===== config.mk =====
export PLATFORM = sky130hd
export DESIGN_NAME = tx_frame_reader
export DESIGN_NICKNAME = d
export VERILOG_FILES = /design/src/rtl/tx_frame_reader.sv
export SDC_FILE = /design/constraint.sdc
export NUM_CORES = 1
export LEC_CHECK = 0
export CORE_UTILIZATION = 40
export CTS_CLUSTER_SIZE = 28
export DETAILED_ROUTE_END_ITERATION = 8
export DONT_BUFFER_PORTS = 1
export SYNTH_ARGS = -nofsm -noshare
export SYNTH_HDL_FRONTEND = slang
export SYNTH_SLANG_ARGS = --single-unit

===== constraint.sdc =====
create_clock -name clk -period 3.6 [get_ports clk]
set_clock_uncertainty 0.05 [all_clocks]
set_input_delay 0.54 -clock clk [delete_from_list [all_inputs] [get_ports clk]]
set_output_delay 0.54 -clock clk [all_outputs]
set_load 0.1 [all_outputs]

===== src/rtl/tx_frame_reader.sv =====
// tx_frame_reader: streams whole frames from the TX packet buffer to the
// 10G MAC and hands back the committed read address for buffer reclaim.
module tx_frame_reader #(
  parameter int MAX_LEN = 1536
) (
  input  logic        clk,
  input  logic        reset,
  input  logic [9:0]  commited_wr_addr,
  output logic [9:0]  rd_addr,
  input  logic [63:0] rd_data,
  output logic [63:0] tx_data,
  output logic [7:0]  tx_keep,
  output logic        tx_last,
  output logic        tx_valid,
  input  logic        tx_ack,
  output logic [9:0]  commited_rd_addr,
  output logic        bad_len
);

  typedef enum logic [2:0] {
    IDLE,
    HDR,
    FIRST,
    WAIT_ACK,
    STREAM
  } state_t;

  state_t state;
  state_t state_nxt;

  logic [9:0]  rd_ptr;
  logic [2:0]  len_lo;
  logic [13:0] nwords;
  logic [13:0] widx;

  logic [15:0] hdr_len;
  logic [13:0] hdr_n;
  logic [9:0]  pending;
  logic        hdr_bad;
  logic        frame_end;
  logic [7:0]  mask;
  logic [9:0]  end_ptr;

  assign hdr_len = rd_data[15:0];
  assign hdr_n   = 14'(({1'b0, hdr_len} + 17'd7) >> 3);
  assign pending = commited_wr_addr - rd_ptr;

  // A frame that does not fit in what is committed is treated as corrupt.
  assign hdr_bad = (hdr_len == 16'd0)
                || ({16'd0, hdr_len} > 32'(MAX_LEN))
                || (({1'b0, hdr_n} + 15'd1) > {5'd0, pending});

  assign mask = (len_lo == 3'd0) ? 8'hFF
              : ((8'd1 << len_lo) - 8'd1);

  assign end_ptr = rd_ptr + 10'd1 + nwords[9:0];

  assign frame_end = tx_last
                  && (((state == WAIT_ACK) && tx_ack)
                   || (state == STREAM));

  always_ff @(posedge clk) begin
    if (reset) begin
      state <= IDLE;
    end else begin
      state <= state_nxt;
    end
  end

  always_comb begin
    state_nxt = state;
    unique case (state)
      IDLE: begin
        if (pending != 10'd0) state_nxt = HDR;
      end
      HDR: begin
        state_nxt = hdr_bad ? IDLE : FIRST;
      end
      FIRST: begin
        state_nxt = WAIT_ACK;
      end
      WAIT_ACK: begin
        if (tx_ack) begin
          state_nxt = (nwords == 14'd1) ? IDLE : STREAM;
        end
      end
      STREAM: begin
        if (tx_last) state_nxt = IDLE;
      end
      default: state_nxt = IDLE;
    endcase
  end

  // Buffer reads run one word ahead of tx_data.
  always_comb begin
    rd_addr = rd_ptr;
    unique case (state)
      HDR:      rd_addr = rd_ptr + 10'd1;
      FIRST:    rd_addr = rd_ptr + 10'd2;
      WAIT_ACK: rd_addr = rd_ptr + (tx_ack ? 10'd3 : 10'd2);
      STREAM:   rd_addr = rd_ptr + widx[9:0] + 10'd3;
      default:  rd_addr = rd_ptr;
    endcase
  end

  always_ff @(posedge clk) begin
    if (reset) begin
      rd_ptr           <= '0;
      len_lo           <= '0;
      nwords           <= '0;
      widx             <= '0;
      tx_data          <= '0;
      tx_keep          <= '0;
      tx_last          <= 1'b0;
      tx_valid         <= 1'b0;
      commited_rd_addr <= '0;
      bad_len          <= 1'b0;
    end else begin
      bad_len <= 1'b0;
      unique case (state)
        HDR: begin
          len_lo <= hdr_len[2:0];
          nwords <= hdr_n;
          if (hdr_bad) begin
            bad_len          <= 1'b1;
            rd_ptr           <= commited_wr_addr;
            commited_rd_addr <= commited_wr_addr;
          end
        end
        FIRST: begin
          tx_data  <= rd_data;
          tx_valid <= 1'b1;
          widx     <= '0;
          if (nwords == 14'd1) begin
            tx_last <= 1'b1;
            tx_keep <= mask;
          end
        end
        WAIT_ACK: begin
          if (tx_ack && (nwords != 14'd1)) begin
            tx_data <= rd_data;
            widx    <= 14'd1;
            if (nwords == 14'd2) begin
              tx_last <= 1'b1;
              tx_keep <= mask;
            end
          end
        end
        STREAM: begin
          if (!tx_last) begin
            tx_data <= rd_data;
            widx    <= widx + 14'd1;
            if ((widx + 14'd2) == nwords) begin
              tx_last <= 1'b1;
              tx_keep <= mask;
            end
          end
        end
        default: ;
      endcase
      if (frame_end) begin
        tx_valid         <= 1'b0;
        tx_last          <= 1'b0;
        tx_keep          <= '0;
        rd_ptr           <= end_ptr;
        commited_rd_addr <= end_ptr;
      end
    end
  end

endmodule


# --- Word-level counts from Yosys, hierarchy flattened ---
# Index checks and enable logic that the tools add are counted.
classes:
  n_addsub: 12
  n_lt_le_gt_ge: 2
  eq_ne: 16
  shifts: 1
  muxes: 31
  bitwise: 1
  reduce_logical: 20
ops:
  columns: ["operator", "n"]
  rows:
  - ["$pmux W64 S3", 1]
  - ["$mux W64", 2]
  - ["$mux W8", 6]
  - ["$pmux W14 S3", 1]
  - ["$pmux W10 S4", 1]
  - ["$mux W10", 3]
  - ["$mux W14", 2]
  - ["$pmux W8 S3", 1]
  - ["$add A10 B10 Y10", 2]
  - ["$add A10 B2 Y10 const B", 2]
  - ["$add A16 B3 Y17 const B", 1]
  - ["$gt A16 B11 Y1 const B", 1]
  - ["$logic_not A16 Y1", 1]
  - ["$add A14 B1 Y15 const B", 1]
  - ["$gt A15 B10 Y1", 1]
  - ["$pmux W3 S5", 1]
  - ["$add A14 B1 Y14 const B", 1]
  - ["$add A14 B2 Y14 const B", 1]
  - ["$eq A14 B1 Y1 const B", 1]
  - ["$eq A14 B14 Y1", 1]
  - ["$eq A14 B2 Y1 const B", 1]
  - ["$ne A14 B1 Y1 const B", 1]
  - ["$mux W3", 4]
  - ["$add A10 B1 Y10 const B", 1]
  - ["other kinds (24)", 45]
word_totals:
  reg_bits: 119
  output_inout_bits: 95
  word_cells: 93

# --- Depth between registers and ports, before layout ---
# Gate-level depths: netlist (run 1).
depth:
  ltp_word: 7
  ltp_mapped: 18
  depth_no_buf: 17

# --- Least setup slack after synthesis (run 1) ---
# Ideal clock, no wire load.
synth_path:
  path_type: "register to output"
  startpoint: "register rd_ptr[1]"
  endpoint: "output rd_addr[8]"
  arrival_ps: 5103
  t_required_ps: 3010
  path_slack_ps: -2093
  stages_incl_launch_ff: 12
  path_buffers: 0
  cell_sequence: "dfxtp_1 > inv_1 > ha_1 > inv_1 > ha_1 > a21o_1 > a21oi_1 > nor2b_1 > o21a_1 > o41a_1 > xnor2_1 > o21ai_0"
synth_via:
  elab_chain_len: 3
  word_cells_on_any_way: 6
  classes_between: "add/sub (5); mux (1)"
synth_rtl:
  columns: ["element", "line", "source"]
  rows:
  - ["start: declaration", "31", "logic [9:0] rd_ptr;"]
  - ["start signal: assignment", "126", "rd_ptr <= commited_wr_addr;"]
  - ["start signal: assignment", "165", "rd_ptr <= end_ptr;"]
  - ["$add A10 B10 Y10", "101", "STREAM: rd_addr = rd_ptr + widx[9:0] + 10'd3;"]
  - ["$add A10 B2 Y10", "101", null]
  - ["$pmux W10 S4 (*)", "97", "unique case (state)"]
  - ["end: declaration", "9", "output logic [9:0] rd_addr,"]
# Every way passes the cells marked *; elsewhere a longest branch is shown, timed or not.

# --- Final worst setup path (run 1) ---
layout_path:
  startpoint: "register rd_ptr[1]"
  endpoint: "output rd_addr[9]"
# Same word-level chain as after synthesis.

==> flow_metrics.env, run 1 <==
export IMPL_ctsHoldBuffers=0
export IMPL_drt_iter0_drc=472
export IMPL_diodes=0
export IMPL_setup_tns_final_ns=-0.117
export IMPL_pwr_share_clk_pct=42.5
export IMPL_row_count=50
export IMPL_synth_seq_cells=119
export IMPL_wl_per_cell_um=17.2
export IMPL_tightest_slew_ns=1.03
export IMPL_vias_per_cell=5.50
export IMPL_route_detailed_drc=0
export IMPL_gp_congestion=0.908
export IMPL_yosys_area_share_simple_pct=23.5
export IMPL_max_freq_ghz=0.269
export IMPL_synth_edf_count=0
export IMPL_cts_tree="done"
export IMPL_combPwrFrac_pct=21.3
export IMPL_die_width_um=141
export IMPL_async_flop_share_pct=0
export IMPL_slew_headroom_pct=31.3
export IMPL_cp_required_ns=3.01
export IMPL_cap_violations=0
export IMPL_wl_mm=22.3
export IMPL_seq_area_frac_synth_pct=30.9
export IMPL_switching_share_pct=31.1
export IMPL_synth_mux_area_share_pct=2.37
export IMPL_num_vias=7152
export IMPL_layout_setup_ws_ns=-0.117
export IMPL_violations="negative setup slack"
export IMPL_pwr_share_seq_pct=36.2
export IMPL_crit_arrival_ns=3.13
export IMPL_cts_buffers=17
export IMPL_io_buffers=0
export IMPL_fin_crit_sh_pct=103
export IMPL_cts_path_max_buffers=2
export IMPL_synth_warnings=0
export IMPL_dieArea_um2=19800
export IMPL_finalMaxSlewViolations=0
export IMPL_finalCriticalPeriod_ns=3.72
export IMPL_hold_slack_ns=0.136
export IMPL_leakagePower_nw=3.44
export IMPL_die_h_um=141
export IMPL_synth_nets=1150
export IMPL_synth_cell_types=71
export IMPL_powerDensity_nw_per_um2=423
export IMPL_clkTransAtPathRegs_ns=0.06
export IMPL_avgSynthCellArea_um2=7.57
export IMPL_clock_sinks=119
export IMPL_drive_above_1_share_pct=16.3
export IMPL_total_power_mw=3.91
export IMPL_setup_violations=1
export IMPL_synthAdderAreaFrac_pct=9.52
export IMPL_rsz0062_at_grt="true"
export IMPL_htreeDepth=4
export IMPL_clock_root_buffer="clkbuf_16"
export IMPL_path_cells="inv_6, ha_4, inv_2, ha_4, fa_2, a21o_1, a21oi_2, nor2b_1, o21a_1, o41a_1, xnor2_2, o22ai_4, buf_12"
export IMPL_synth_compound_area_share_pct=19.2
export IMPL_grt_pass1_wl_mm=35.8
export IMPL_synth_cells=1017
export IMPL_initial_core_util_pct=41.0
export IMPL_slowest_delay_ns=0.36
export IMPL_syn_cell_area_um2=7700
export IMPL_netSwitchingPower_mw=1.22
export IMPL_worst_path_most_repeated_cell="ha_4"
export IMPL_critPathKind="reg2out"
export IMPL_areaGrowthSynthToFinish_pct=20.2
export IMPL_gr_total_overflow=0
export IMPL_hp_class="in2reg"
export IMPL_synth_ff_type="dfxtp_1"
export IMPL_grt_max_degree=101
export IMPL_end_kind="output port"
export IMPL_firstDrtPassIters=6
export IMPL_peakVddDrop_v=0.000328
export IMPL_io_pins=172
export IMPL_slowest_stage="dfxtp_4"
export IMPL_yosys_area_share_xor_xnor_pct=8.99
export IMPL_antenna_found_initial=0
export IMPL_hold_viol=0
export IMPL_grt_usage_pct=22.8
export IMPL_status="finished with violations"
export IMPL_antenna_left=0
export IMPL_core_um2=18800
export IMPL_grt_pass1_vias=6782
export IMPL_startpoint_type="flip-flop"
export IMPL_clock_latency_ns=0.41
export IMPL_hpwlAfterDp_mm=16.9
export IMPL_crit_fanout=2
export IMPL_synth_top_family_by_area="simple AND/OR/NAND/NOR gates"
export IMPL_p_int_mw=2.70
export IMPL_final_nets=1186
## worst max-delay path: cells and delay by family (launching register included)
kind,cells,cell delay (ns)
xor gates and xnor gates,1,0.18
adders and majority gates,3,0.75
buffers and inverters,3,0.28
AOI/OAI and AO/OA,5,1.09
DFF,1,0.36
and+or+nand+nor,1,0.06
## metrics by stage
step	cell area (µm²)	cells	utilization (%)	setup slack, ns
6_report	9250	1300	49.3	-0.117
5_1_grt	9250	1300	49.3	-0.212
4_1_cts	9190	1296	48.9	-0.232
3_5_place_dp	8510	1259	45.3	-0.314
3_3_place_gp	8510	1259	45.3	-0.213
2_1_floorplan	7860	1017	-	-0.299
## per-layer routing
| metal | global-route usage (%) | vias up | part of all wire, % |
|---|---|---|---|
| met5 | 0 | - | 0 |
| met4 | 6.92 | 0 | 2.0 |
| met3 | 6.90 | 39 | 6.2 |
| met2 | 36.4 | 189 | 46 |
| met1 | 29.5 | 3303 | 46 |
| li1 | - | 3621 | - |
## Yosys cell counts (5+ instances only)
cell type | instances | area, µm²
a211oi_1 | 23 | 173
a21oi_1 | 102 | 510
buf_1 | 6 | 22.5
clkbuf_1 | 46 | 173
dfxtp_1 | 119 | 2380
ha_1 | 53 | 663
inv_1 | 35 | 131
mux2i_1 | 16 | 160
nand2_1 | 204 | 766
nand2b_1 | 5 | 31.3
nand3_1 | 17 | 85.1
nand4_1 | 13 | 81.3
nor2_1 | 91 | 342
nor2b_1 | 11 | 68.8
nor3_1 | 24 | 120
nor4_1 | 13 | 81.3
o211ai_1 | 6 | 45.0
o21a_1 | 9 | 67.6
o21ai_0 | 43 | 215
o22ai_1 | 5 | 31.3
o31ai_1 | 5 | 37.5
or3_1 | 8 | 50.1
xnor2_1 | 56 | 490
xor2_1 | 23 | 201
## cells by family after synthesis
family / count (synthesis)
AOI/OAI and AO/OA: 236
xor gates and xnor gates: 79
buffers and inverters: 98
muxes: 18
DFF: 119
and+or+nand+nor: 410
adders and majority gates: 57
## layout by cell type, fill, tap and decap left out, types with 6 or more instances in the layout
cell / netlist / routed
a211oi_1: 23 / 20
a21oi_1: 102 / 97
a21oi_2: 1 / 6
buf_12: 0 / 6
buf_4: 2 / 68
clkbuf_16: 0 / 18
dfxtp_1: 119 / 110
dfxtp_4: 0 / 6
ha_1: 53 / 46
ha_4: 0 / 7
inv_1: 35 / 28
mux2i_1: 16 / 15
nand2_1: 204 / 204
nand3_1: 17 / 17
nand4_1: 13 / 13
nor2_1: 91 / 89
nor2b_1: 11 / 11
nor3_1: 24 / 24
nor4_1: 13 / 13
o211ai_1: 6 / 6
o21a_1: 9 / 9
o21ai_0: 43 / 38
or3_1: 8 / 8
xnor2_1: 56 / 54
xor2_1: 23 / 23
## final timing paths
kind,startpoint,end,slack [ns],cells after the start
min reg2reg,nwords[13]$_SDFFE_PP0P_,nwords[13]$_SDFFE_PP0P_,0.44,2
max,rd_ptr[1]$_SDFFE_PP0P_,rd_addr[9],-0.12,13
max reg2reg,rd_ptr[0]$_SDFFE_PP0P_,rd_ptr[0]$_SDFFE_PP0P_,0.13,17
min,reset,tx_data[60]$_SDFFE_PP0P_,0.14,1
## power by group through the flow
stage               combinational [mW]  clock, mW  sequential (mW)
detailed placement               0.788          0             1.45
global placement                 0.787          0             1.45
CTS                              0.818       1.69             1.42
global route                     0.908       1.76             1.42
finish                           0.832       1.66             1.42
floorplan                        0.541          0             1.48
## layout make-up
class	count	area [µm²]
multi-input combinational	800	5100
sequential	119	2410
clock buffer	20	467
fill	1828	9520
tap	234	293
inverter	36	145
clock inverter	12	116
timing repair buffer	79	721
## flip-flops by register name (all words and copies together), names as in the netlist
register / count
tx_data: 64
widx: 14
state: 3
rd_ptr: 10
tx_keep: 8
nwords: 14
tx_last: 1
len_lo: 3
tx_valid: 1
bad_len: 1
## timing repair
item,4_1_cts,5_1_grt
pin swaps,14,21
resized for setup,17,11
buffers inserted,5,4
cloned,0,0
endpoints found under the setup margin,10,13
Power figures use the tool's default switching activity.
==> run 2: changes to the inputs <==
--- a/config.mk
+++ b/config.mk
@@ -5,6 +5,7 @@
 export SDC_FILE = /design/constraint.sdc
 export NUM_CORES = 1
 export LEC_CHECK = 0
+export ABC_CLOCK_PERIOD_IN_PS = 3600
 export CORE_UTILIZATION = 40
 export CTS_CLUSTER_SIZE = 28
 export DETAILED_ROUTE_END_ITERATION = 8
==> results of run 2 <==
No change in the layout: final DEF, timing and power equal those of run 1.
==> run 3: changes to the inputs <==
--- a/config.mk
+++ b/config.mk
@@ -10,6 +10,7 @@
 export CTS_CLUSTER_SIZE = 28
 export DETAILED_ROUTE_END_ITERATION = 8
 export DONT_BUFFER_PORTS = 1
+export PLACE_DENSITY = 0.68
 export SYNTH_ARGS = -nofsm -noshare
 export SYNTH_HDL_FRONTEND = slang
 export SYNTH_SLANG_ARGS = --single-unit
==> run 3 against run 2 <==
The flow still finishes with violations (negative setup slack). Sequential cell count unchanged. Sequential share of layout area fell by 0.17 points. Combinational power is 4.0% higher. Non-clock buffer count decreased by 3. Largest power group unchanged. Final area grew 0.66%. Final cell count shrank 0.31%. Routed wire length grew 0.24%. Register-to-register slack worse by 0.12 ns. First-iteration DRC count rose by 28%.
==> flow_metrics.env, run 3 (synthesis gave the netlist of run 1 again) <==
export IMPL_status="finished with violations"
export IMPL_violations="negative setup slack"
export IMPL_gr_total_overflow=0
export IMPL_drive_above_1_share_pct=17.1
export IMPL_pre_cts_slack_ns=-0.270
export IMPL_wl_per_cell_um=17.3
export IMPL_diodes=0
export IMPL_io_pins=172
export IMPL_antenna_found_initial=0
export IMPL_firstDrtPassIters=5
export IMPL_grt_pass1_vias=6594
export IMPL_peakVddDrop_v=0.000311
export IMPL_met3_usage_pct=5.26
export IMPL_dp_cells=1257
export IMPL_layout_common_cells="nand2_1, dfxtp_1, a21oi_1, nor2_1, buf_4"
export IMPL_antenna_left=0
export IMPL_startpoint_type="flip-flop"
export IMPL_use_met1_pct=28.4
export IMPL_grt_max_degree=101
export IMPL_cts_buffers=17
export IMPL_setup_violations=2
export IMPL_powerDensity_nw_per_um2=423
export IMPL_rsz0062_at_grt="true"
export IMPL_core_um2=18800
export IMPL_finalMaxSlewViolations=0
export IMPL_gp_congestion=0.932
export IMPL_final_nets=1183
export IMPL_areaGrowthSynthToFinish_pct=20.9
export IMPL_vias_per_cell=5.58
export IMPL_end_kind="output port"
export IMPL_grt_busiest_layer="met2"
export IMPL_crit_arrival_ns=3.13
export IMPL_reg_top3="tx_data (64), nwords (14), widx (14)"
export IMPL_hpwlAfterDp_mm=16.6
export IMPL_clkTransAtPathRegs_ns=0.06
export IMPL_layout_commonest_cell="nand2_1"
export IMPL_max_freq_ghz=0.269
export IMPL_layout_setup_ws_ns=-0.116
export IMPL_initial_core_util_pct=41.0
export IMPL_clock_latency_ns=0.40
export IMPL_tightest_slew_ns=1.05
export IMPL_largest_reg_flops=64
export IMPL_clock_sinks=119
export IMPL_fin_cells=1296
export IMPL_cts_tree="done"
export IMPL_io_buffers=0
export IMPL_clock_root_buffer="clkbuf_16"
export IMPL_fin_crit_sh_pct=103
export IMPL_ff2ff_path_depth=19
export IMPL_route_detailed_drc=0
export IMPL_slew_headroom_pct=30.2
export IMPL_worstHoldPathCells=1
export IMPL_drt_iter0_drc=605
export IMPL_cts_path_max_buffers=2
export IMPL_grt_pass1_wl_mm=34.7
export IMPL_num_vias=7228
export IMPL_fillers=1821
export IMPL_cp_required_ns=3.01
export IMPL_die_h_um=141
export IMPL_die_width_um=141
export IMPL_row_count=50
export IMPL_crit_fanout=2
export IMPL_critPathKind="reg2out"
export IMPL_wl_mm=22.4
export IMPL_grt_use_met2_pct=36.2
export IMPL_cap_violations=0
export IMPL_leakagePower_nw=3.46
export IMPL_hp_class="in2reg"
export IMPL_max_flop_register="tx_data"
export IMPL_grt_usage_pct=22.1
export IMPL_finalCriticalPeriod_ns=3.72
export IMPL_htreeDepth=4
export IMPL_hold_viol=0
export IMPL_dieArea_um2=19800
run 3: repair_timing:
item / 4_1_cts / 5_1_grt
buffers inserted: 3 / 5
gates resized for setup: 17 / 31
setup endpoints to repair: 5 / 15
endpoints found under the hold margin: 0 / 0
hold buffers: 0 / 0
pin swaps: 11 / 37
gates cloned: 0 / 0
run 3: metal layers:
layer,part of all wire (%),vias up,wire [µm]
met5,0,-,0
met4,1.9,0,425
met3,6.7,39,1500
met2,48,247,10800
met1,43,3344,9630
li1,-,3598,-
run 3: area by class of cell:
| cell class | count | area (µm²) | share of cell area, % |
|---|---|---|---|
| Clock inverter | 14 | 151 | 1.63 |
| Clock buffer | 17 | 425 | 4.57 |
| Sequential cell | 119 | 2410 | 25.9 |
| Multi-Input combinational cell | 800 | 5190 | 55.8 |
| Inverter | 36 | 148 | 1.59 |
| Tap cell | 234 | 293 | 3.14 |
| Timing Repair Buffer | 76 | 692 | 7.43 |
run 3: final timing paths:
check / slack (ns) / from / endpoint
max: -0.12 / rd_ptr[1]$_SDFFE_PP0P_ / rd_addr[9]
min: 0.15 / reset / tx_data[1]$_SDFFE_PP0P_
max reg2reg: 0.01 / rd_ptr[0]$_SDFFE_PP0P_ / rd_ptr[0]$_SDFFE_PP0P_
min reg2reg: 0.45 / widx[13]$_SDFFE_PP0P_ / widx[13]$_SDFFE_PP0P_
run 3: where the power goes:
| part | switching (mW) | internal (mW) |
|---|---|---|
| clock network | 0.635 | 1.02 |
| logic | 0.513 | 0.352 |
| registers | 0.0718 | 1.34 |
| total | 1.22 | 2.71 |
run 3: worst max-delay path: stages, from the launching register on:
cell	delay [ns]
dfxtp_4	0.38
inv_8	0.04
ha_4	0.26
inv_4	0.03
ha_4	0.15
fa_2	0.35
a21o_1	0.18
a21oi_2	0.15
nor2b_1	0.06
o21a_1	0.18
o41a_1	0.37
xnor2_2	0.18
o22ai_4	0.20
buf_12	0.20
run 3: per-stage QoR:
stage	total power, mW	util (%)	setup TNS (ns)	hold WS (ns)	cell area, µm²
3_3_place_gp	2.22	45.2	-2.26	0.429	8480
3_5_place_dp	2.23	45.2	-2.48	0.449	8480
2_1_floorplan	2.02	-	-0.444	0.407	7860
4_1_cts	3.90	48.7	-0.187	0.133	9140
6_report	3.93	49.6	-0.188	0.146	9310
5_1_grt	4.10	49.6	-1.73	0.127	9310
